<file path="src/rtl/car_pkg.sv">
//------------------------------------------------------------------------------
// car_pkg : shared power, car-state, moving-state and driving-mode codes.
// Rev 1.0
//------------------------------------------------------------------------------
`default_nettype none

package car_pkg;

   localparam logic       POFF = 1'b0;
   localparam logic       PON  = 1'b1;

   localparam logic [1:0] NSTART = 2'b00;
   localparam logic [1:0] START  = 2'b01;
   localparam logic [1:0] MOVING = 2'b10;

   localparam logic [3:0] NON_MOVING   = 4'b0000;
   localparam logic [3:0] MOVE_FORWARD = 4'b0001;
   localparam logic [3:0] MOVE_BACK    = 4'b0010;
   localparam logic [3:0] TURN_LEFT    = 4'b0100;
   localparam logic [3:0] TURN_RIGHT   = 4'b1000;

   localparam logic [1:0] MODE_MANUAL = 2'b00;
   localparam logic [1:0] MODE_SEMI   = 2'b01;
   localparam logic [1:0] MODE_AUTO   = 2'b10;
   localparam logic [1:0] MODE_RSVD   = 2'b11;

   function automatic logic [2:0] mode_onehot(input logic [1:0] mode);
      logic [2:0] light;
      light = 3'b000;
      case (mode)
         MODE_MANUAL: light = 3'b001;
         MODE_SEMI:   light = 3'b010;
         MODE_AUTO:   light = 3'b100;
         default:     light = 3'b000;
      endcase
      return light;
   endfunction

endpackage

`default_nettype wire

</file>
<file path="src/rtl/hold_detect.sv">
//------------------------------------------------------------------------------
// hold_detect : one-cycle fire after N consecutive high samples; re-armed by release.
// Rev 1.0
//------------------------------------------------------------------------------
`default_nettype none

module hold_detect #(
   parameter int N = 4
) (
   input  logic clk,
   input  logic rst,
   input  logic in,
   output logic fire
);

   localparam int CNT_W = $clog2(N + 1);

   logic [CNT_W-1:0] r_cnt;

   // Saturating at N keeps fire from repeating until the input drops.
   assign fire = in && (r_cnt == CNT_W'(N - 1));

   always_ff @(posedge clk) begin
      if (rst) begin
         r_cnt <= '0;
      end else if (!in) begin
         r_cnt <= '0;
      end else if (r_cnt != CNT_W'(N)) begin
         r_cnt <= r_cnt + 1'b1;
      end
   end

endmodule

`default_nettype wire

</file>
<file path="src/rtl/drive_ctrl.sv">
//------------------------------------------------------------------------------
// drive_ctrl : power sequencing, idle shutdown and driving-mode engine selection.
// Rev 1.0
//------------------------------------------------------------------------------
`default_nettype none

module drive_ctrl
   import car_pkg::*;
#(
   parameter int DEBOUNCE_CYC = 2_000_000,
   parameter int HOLD_CYC     = 100_000_000,
   parameter int IDLE_CYC     = 1_000_000_000
) (
   input  logic       clk,
   input  logic       rst,
   input  logic       power_on,
   input  logic       power_off,
   input  logic [1:0] mode_sel,
   input  logic [1:0] man_next_state,
   input  logic [3:0] man_next_moving_state,
   input  logic       man_power,
   input  logic [1:0] semi_next_state,
   input  logic [3:0] semi_next_moving_state,
   input  logic [1:0] auto_next_state,
   input  logic [3:0] auto_next_moving_state,
   output logic       power,
   output logic [1:0] state,
   output logic [3:0] moving_state,
   output logic [1:0] active_mode,
   output logic [2:0] mode_light
);

   localparam int IDLE_W = $clog2(IDLE_CYC + 1);

   logic              r_power;
   logic [1:0]        r_state;
   logic [3:0]        r_moving_state;
   logic [1:0]        r_active_mode;
   logic [2:0]        r_mode_light;
   logic [IDLE_W-1:0] r_idle_cnt;

   logic              w_on_fire;
   logic              w_off_fire;
   logic [1:0]        w_sel_state;
   logic [3:0]        w_sel_moving;
   logic              w_idle_cond;
   logic              w_idle_fire;
   logic              w_kill;
   logic              w_power_down;
   logic              w_pon_event;
   logic              w_next_power;
   logic [1:0]        w_next_state;
   logic [3:0]        w_next_moving;
   logic [1:0]        w_next_mode;
   logic [IDLE_W-1:0] w_next_idle;

   hold_detect #(.N(DEBOUNCE_CYC)) u_on_detect (
      .clk  (clk),
      .rst  (rst),
      .in   (power_on),
      .fire (w_on_fire)
   );

   hold_detect #(.N(HOLD_CYC)) u_off_detect (
      .clk  (clk),
      .rst  (rst),
      .in   (power_off),
      .fire (w_off_fire)
   );

   always_comb begin
      w_sel_state  = man_next_state;
      w_sel_moving = man_next_moving_state;
      case (r_active_mode)
         MODE_SEMI: begin
            w_sel_state  = semi_next_state;
            w_sel_moving = semi_next_moving_state;
         end
         MODE_AUTO: begin
            w_sel_state  = auto_next_state;
            w_sel_moving = auto_next_moving_state;
         end
         default: ;
      endcase

      w_idle_cond  = r_power && (r_state == NSTART) && (r_moving_state == NON_MOVING);
      w_idle_fire  = w_idle_cond && (r_idle_cnt == IDLE_W'(IDLE_CYC - 1));
      w_kill       = r_power && (r_active_mode == MODE_MANUAL) && !man_power;
      w_power_down = w_off_fire || w_kill || w_idle_fire;
      w_pon_event  = !r_power && w_on_fire && !w_off_fire;

      // Unpowered and power-down cycles pin the car at NSTART / NON_MOVING.
      w_next_power  = r_power;
      w_next_state  = NSTART;
      w_next_moving = NON_MOVING;
      if (w_power_down) begin
         w_next_power = POFF;
      end else if (!r_power) begin
         if (w_pon_event) w_next_power = PON;
      end else begin
         w_next_state  = w_sel_state;
         w_next_moving = w_sel_moving;
      end

      w_next_mode = r_active_mode;
      if ((mode_sel != MODE_RSVD) && (w_pon_event || (r_power && (r_state == NSTART))))
         w_next_mode = mode_sel;

      w_next_idle = '0;
      if (w_idle_cond && !w_power_down)
         w_next_idle = (r_idle_cnt == IDLE_W'(IDLE_CYC)) ? r_idle_cnt : r_idle_cnt + 1'b1;
   end

   always_ff @(posedge clk) begin
      if (rst) begin
         r_power        <= POFF;
         r_state        <= NSTART;
         r_moving_state <= NON_MOVING;
         r_active_mode  <= MODE_MANUAL;
         r_mode_light   <= 3'b000;
         r_idle_cnt     <= '0;
      end else begin
         r_power        <= w_next_power;
         r_state        <= w_next_state;
         r_moving_state <= w_next_moving;
         r_active_mode  <= w_next_mode;
         r_mode_light   <= w_next_power ? mode_onehot(w_next_mode) : 3'b000;
         r_idle_cnt     <= w_next_idle;
      end
   end

   assign power        = r_power;
   assign state        = r_state;
   assign moving_state = r_moving_state;
   assign active_mode  = r_active_mode;
   assign mode_light   = r_mode_light;

endmodule

`default_nettype wire

</file>
<file path="config.mk">
export PLATFORM = sky130hd
export DESIGN_NAME = drive_ctrl
export DESIGN_NICKNAME = d
export VERILOG_FILES = /design/src/rtl/car_pkg.sv /design/src/rtl/hold_detect.sv /design/src/rtl/drive_ctrl.sv
export SDC_FILE = /design/constraint.sdc
export NUM_CORES = 1
export LEC_CHECK = 0
export BUFFER_PORTS_ARGS = -buffer_cell sky130_fd_sc_hd__buf_2
export CAP_MARGIN = 5
export CORE_AREA = 8 8 111 113
export CTS_BUF_LIST = sky130_fd_sc_hd__clkbuf_8
export DETAILED_ROUTE_END_ITERATION = 10
export DIE_AREA = 0 0 119 121
export GPL_ROUTABILITY_DRIVEN = 0
export HOLD_SLACK_MARGIN = 0.12
export SYNTH_ARGS = -nofsm -noshare
export SYNTH_HDL_FRONTEND = slang
export SYNTH_HIERARCHICAL = 1
export SYNTH_SLANG_ARGS = --single-unit
export TNS_END_PERCENT = 20
</file>
<file path="constraint.sdc">
create_clock -name clk -period 2.8 [get_ports clk]
set_input_delay 0.28 -clock clk [delete_from_list [all_inputs] [get_ports clk]]
set_output_delay 0.28 -clock clk [all_outputs]
set_load 0.05 [all_outputs]
</file>
# [Word level (Yosys, flattened, before mapping)]
# Index checks and enable logic that the tools add are counted.
# W data, S select, Z words.
[totals] regBits=90 inputBits=25 out_inout_bits=12 elab_cells=61
[op_classes] n_addsub=3 eq_ne=11 mux=7 bitwise_logic=5 reduce_logical=27
[op_table] cell="$eq A30 B30 Y1 const B" count=2
[op_table] cell="$add A30 B1 Y30 const B" count=1
[op_table] cell="$add A27 B1 Y27 const B" count=1
[op_table] cell="$eq A27 B27 Y1 const B" count=1
[op_table] cell="$ne A27 B27 Y1 const B" count=1
[op_table] cell="$add A21 B1 Y21 const B" count=1
[op_table] cell="$eq A21 B21 Y1 const B" count=1
[op_table] cell="$ne A21 B21 Y1 const B" count=1
[op_table] cell="$logic_and A1 B1 Y1" count=11
[op_table] cell="$pmux W3 S3" count=1
[op_table] cell="$pmux W4 S2" count=1
[op_table] cell="$reduce_or A2 Y1" count=4
[op_table] cell="$logic_not A2 Y1" count=3
[op_table] cell="$not A1 Y1" count=5
[op_table] cell="$eq A2 B1 Y1 const B" count=2
[op_table] cell="$eq A2 B2 Y1 const B" count=2
[op_table] cell="$logic_not A1 Y1" count=4
[op_table] cell="$logic_not A4 Y1" count=1
[op_table] cell="$pmux W2 S2" count=1
[op_table] cell="$logic_or A1 B1 Y1" count=3
[op_table] cell="$mux W1" count=3
[op_table] cell="$reduce_or A3 Y1" count=1
[op_table] cell="$mux W2" count=1
[op_table] cell="$ne A2 B2 Y1 const B" count=1

# [Longest topological paths before layout]
[logic_depth] word_depth=9 ltp_mapped=10 ltp_nobuf=8

# [Modules after synthesis]
# Netlist, hierarchy kept.
[modules_own_cells] module="drive_ctrl" n_inst=1 cells_per_inst=267 area_each_um2=2217.1 seq_area_each_um2=840.8
[modules_own_cells] module="hold_detect at u_off_detect" n_inst=1 cells_per_inst=160 area_each_um2=1386.3 seq_area_each_um2=540.5
[modules_own_cells] module="hold_detect at u_on_detect" n_inst=1 cells_per_inst=121 area_each_um2=1073.5 seq_area_each_um2=420.4

# [Worst setup path after synthesis]
# Ideal clock, no wire load.
[synth_path] path_kind="register to register" from="register u_on_detect.r_cnt[10]" to="register r_mode_light[2] (netlist: mode_light[2])" setup_ps=92 arrival_time_ps=2067 required_ps=2708 slack_ps=641 stages_incl_launch_ff=8 path_buffers=0 period_less_slack_ps=2159 path_cell_list="dfxtp_1 -> nor4bb_1 -> nand4b_1 -> nor3_1 -> or3b_2 -> a21oi_1 -> a21oi_1 -> nor4_1"
[synth_between] elab_chain_cells=9 elab_cells_between_ends=16 classes_between="eq/ne: 3; mux: 5; bitwise: 1; reduce/logical: 7"
[synth_rtl] item="from (decl)" line="hold_detect.sv:18" text="logic [CNT_W-1:0] r_cnt;"
[synth_rtl] item="from (signal assigned)" line="hold_detect.sv:29" text="r_cnt <= r_cnt + 1'b1;"
[synth_rtl] item="$eq A21 B21 Y1 *" line="hold_detect.sv:21" text="assign fire = in && (r_cnt == CNT_W'(N - 1));"
[synth_rtl] item="$logic_and A1 B1 Y1 *" line="hold_detect.sv:21"
[synth_rtl] item="net w_on_fire" line="drive_ctrl.sv:42" text="logic w_on_fire;"
[synth_rtl] item="$logic_and A1 B1 Y1 * (2 in a row)" line="drive_ctrl.sv:90" text="w_pon_event = !r_power && w_on_fire && !w_off_fire;"
[synth_rtl] item="$logic_or A1 B1 Y1 or $mux W1 (tied branches)" line="drive_ctrl.sv:106, drive_ctrl.sv:99"
[synth_rtl] item="$logic_and A1 B1 Y1 or $mux W1 (tied branches)" line="drive_ctrl.sv:106, drive_ctrl.sv:98"
[synth_rtl] item="$mux W2 or $mux W1 (tied branches)" line="drive_ctrl.sv:106, drive_ctrl.sv:96"
[synth_rtl] item="$eq A2 B2 Y1, or another cell as far along" line="car_pkg.sv:30" text="case (mode)"
[synth_rtl] item="$pmux W3 S3 or $reduce_or A2 Y1 (tied branches)"
[synth_rtl] item="to (signal assigned)" line="drive_ctrl.sv:127" text="r_mode_light <= w_next_power ? mode_onehot(w_next_mode) : 3'b000;"
[synth_rtl] item="to (decl)" line="drive_ctrl.sv:39" text="logic [2:0] r_mode_light;"
# Mark *: on every way through the listed nets, which the timed path passes. The rest lies on a longest branch.
# A chain may end at the register's enable or synchronous reset.

# [Final worst setup path]
[layout_path] from="register u_on_detect.r_cnt[10]" to="register r_mode_light[0] (netlist: mode_light[0])"
# The elaborated chain is that of the path after synthesis.

==> summary.md <==
| Metric | Value |
|---|---|
| Outcome | finished, final reports clean |
| Synth top area share | 0.385 |
| Finish-stage setup viols | 0 |
| Pre-antenna DRT Iters | 4 |
| Initial DRC count | 227 |
| Arrival time at the worst endpoint | 2820 ps |
| TritonCTS clock tree | done |
| Fillers | 1,031 |
| Clock root buffer | clkbuf_8 |
| Async SR Flop Fraction | 0 |
| PwrDens | 440 nW/um2 |
| Total number of vias | 4,162 |
| Die area | 14,400 um2 |
| IO buf count | 36 |
| Clock buffer count from CTS | 9 |
| Clk sinks | 90 |
| CP top delay family | simple AND/OR/NAND/NOR gates |
| Die X | 119 um |
| Worst Path Max Fanout | 6 |
| GRT Total Usage | 0.149 |
| Commonest non-fill, non-tap cells in the layout | 90 x dfxtp_1, 42 x nor2_1, 39 x a21oi_1 |
| Netlist cell types | 60 |
| Nets | 608 |
| Slowest CP cell | or3b_2 |
| Global-route wire length before repair | 18.0 mm |
| Die height | 121 um |
| Routed Antenna Nets | 0 |
| Antenna cells | 0 |
| Met1 Use GR | 0.170 |
| RSZ-0062 raised after global routing | no |
| Commonest non-fill, non-tap cell in the layout | dfxtp_1 |
| Synth top area cells | dfxtp_1 39%, or4_1 4.3%, xor2_1 4.3% |
| Met3 Use GR | 0.0377 |
| Drt wl/cell | 14.5 um |
| Multi-input logic area | 2670 um2 |
| Synth area leader | dfxtp_1 |
| Min Clock Period, post-route | 2550 ps |
| PostCTS Resize Cnt | 0 |
| Max-slew headroom | 0.595 |
| Max-Cap Viols | 0 |
| DRC | 0 |
| Pwr Total | 2250 uW |
| Yosys Warn Count | 6 |
| Clock Latency Late Sink | 370 ps |
| Post CTS Setup Buffer Count | 0 |
| WL final | 10.5 mm |
| Largest net degree at the start of global routing | 22 |
| Max rail drop VDD | 0.000384 V |
| DP Wirelength | 7.55 mm |
| Clk pin slew, worst setup/hold paths | 80 ps |
| Vias in the first global route | 3,994 |
| Storage cell area | 1800 um2 |
| Synthesis-stage register bit count | 90 |
| Clk buf depth | 2 |
| Post-synth EDFFs | 0 |
| Post-Syn Area per Cell | 8.53 um2 |
| Starting density of the core | 0.441 |
| Top Usage Layer GRT | met2 |
| CP required | 3080 ps |
| Met2 track demand over resource | 0.262 |
| # rows | 38 |
| Syn nets | 582 |
| Core Region | 10,600 um2 |
| Most used cell, CP | nor3_1 |
| GR Overflow Total | 0 |
| Post-synthesis cell area | 4680 um2 |
| CTS H-Tree Depth | 3 |
| Critical-path cell list | nor4bb_1, nand4b_1, nor3_1, or3b_2, a21oi_2, a2bb2oi_1, nor3_1 |
| Worst Hold Class | in -> reg |
| CTS Hold Bufs | 0 |
| CP Buf/Inv Count | 0 |
| F_max | 0.393 GHz |
| Skew final | 10.7 ps |
| Sequential element share of the synthesized area | 0.385 |
| I/O pins | 37 |
| CP Launch Type | flip-flop |
| Final TNS setup | 0 ps |
| Period Utilization, post-route | 0.910 |
| Synth Flop Type | dfxtp_1 |
| Initial antenna violation count | 0 |
| CP Class | reg -> reg |
| Final Hold Viols | 0 |
| Vias per Instance | 5.79 |
| Largest stage delay, worst path | 520 ps |
| Syn Inst Count | 548 |
| Share of cells above drive strength 1 | 0.133 |
| Area growth syn-to-layout | 9.60% |
| CP endpoint kind | flip-flop |
| Leakage | 0.00159 uW |
| Final Slew Violations | 0 |
| Slew of the pin with the lowest slew margin | 607 ps |
## sequential cells by signal, indices dropped and copies added (netlist names)
| name | flops |
|---|---|
| moving_state | 4 |
| active_mode | 2 |
| mode_light | 3 |
| u_off_detect/r_cnt | 27 |
| state | 2 |
| r_idle_cnt | 30 |
| u_on_detect/r_cnt | 21 |
| power | 1 |
## cell families after synthesis
group	Yosys count	synth area share
XOR/XNOR	32	0.0599
buffers and inverters	40	0.0457
flip-flops	90	0.385
adder cells (fa/ha/maj)	9	0.0241
AND/OR/NAND/NOR	273	0.349
AO/OA/AOI/OAI	104	0.136
## area by class of cell
class	instances	area share
Clock buffer	11	0.0295
Clock inverter	5	0.0105
Inverter	15	0.0110
Multi-Input combinational cell	418	0.520
Sequential cell	90	0.351
Tap cell	140	0.0342
Timing Repair Buffer	40	0.0434
## metrics by stage
step / instances / hold slack [ps] / utilization / cell area, um2 / setup slack [ps]
after CTS: 719 / 187 / 0.483 / 5120 / 170
after detailed placement: 703 / 471 / 0.464 / 4920 / 189
after global routing: 719 / 218 / 0.483 / 5130 / 29.4
after floorplan: 548 / 359 / - / 4680 / 641
after global placement: 703 / 469 / 0.464 / 4920 / 352
final: 719 / 201 / 0.483 / 5130 / 253
## power breakdown
| part | total [uW] | switching [uW] | internal [uW] |
|---|---|---|---|
| combinational | 48.0 | 26.6 | 21.4 |
| clock | 920 | 463 | 456 |
| sequential | 1290 | 4.11 | 1280 |
## cells in the mapped netlist (2+ instances only)
cell type  instances
dfxtp_1           90
nor2_1            42
a21oi_1           40
nand2_1           36
nand3_1           33
or4_1             27
nand4_1           25
xor2_1            23
o21ai_0           21
o31ai_1           21
nor3_1            20
inv_1             15
and4_1            12
or3_1             12
buf_2             11
ha_1               9
nor4_1             9
xnor2_1            9
a22oi_1            7
clkbuf_1           6
and3_1             5
and4b_1            5
buf_6              4
nand4b_1           4
nor4bb_1           4
and3_2             3
and4_2             3
buf_4              3
nand2b_1           3
nor2b_1            3
nor3b_1            3
nor4b_1            3
o211ai_1           3
and2_1             2
o21a_1             2
o22ai_1            2
o31a_1             2
or2_2              2
or3_2              2
or3b_2             2
## worst register-to-register path, delay by kind of cell (launching register included)
kind | cells | cell delay, ps
AO/OA/AOI/OAI | 2 | 370
flip-flops | 1 | 420
AND/OR/NAND/NOR | 5 | 1680
## final timing paths
| kind | slack (ps) | depth (start not counted) | to | startpoint |
|---|---|---|---|---|
| setup reg to reg | 250 | 7 | mode_light[0] | u_on_detect/r_cnt[10] |
| hold / removal | 200 | 3 | moving_state[2] | man_next_moving_state[2] |
| hold reg to reg | 490 | 2 | r_idle_cnt[28] | r_idle_cnt[28] |
| setup / recovery | 250 | 7 | mode_light[0] | u_on_detect/r_cnt[10] |
## per-layer routing
layer	vias up	wire length [um]
met1	2001	4860
met3	7	372
li1	2114	-
met4	0	66
met2	40	5150
met5	-	0
No activity file was read; power rests on OpenSTA's default activity.
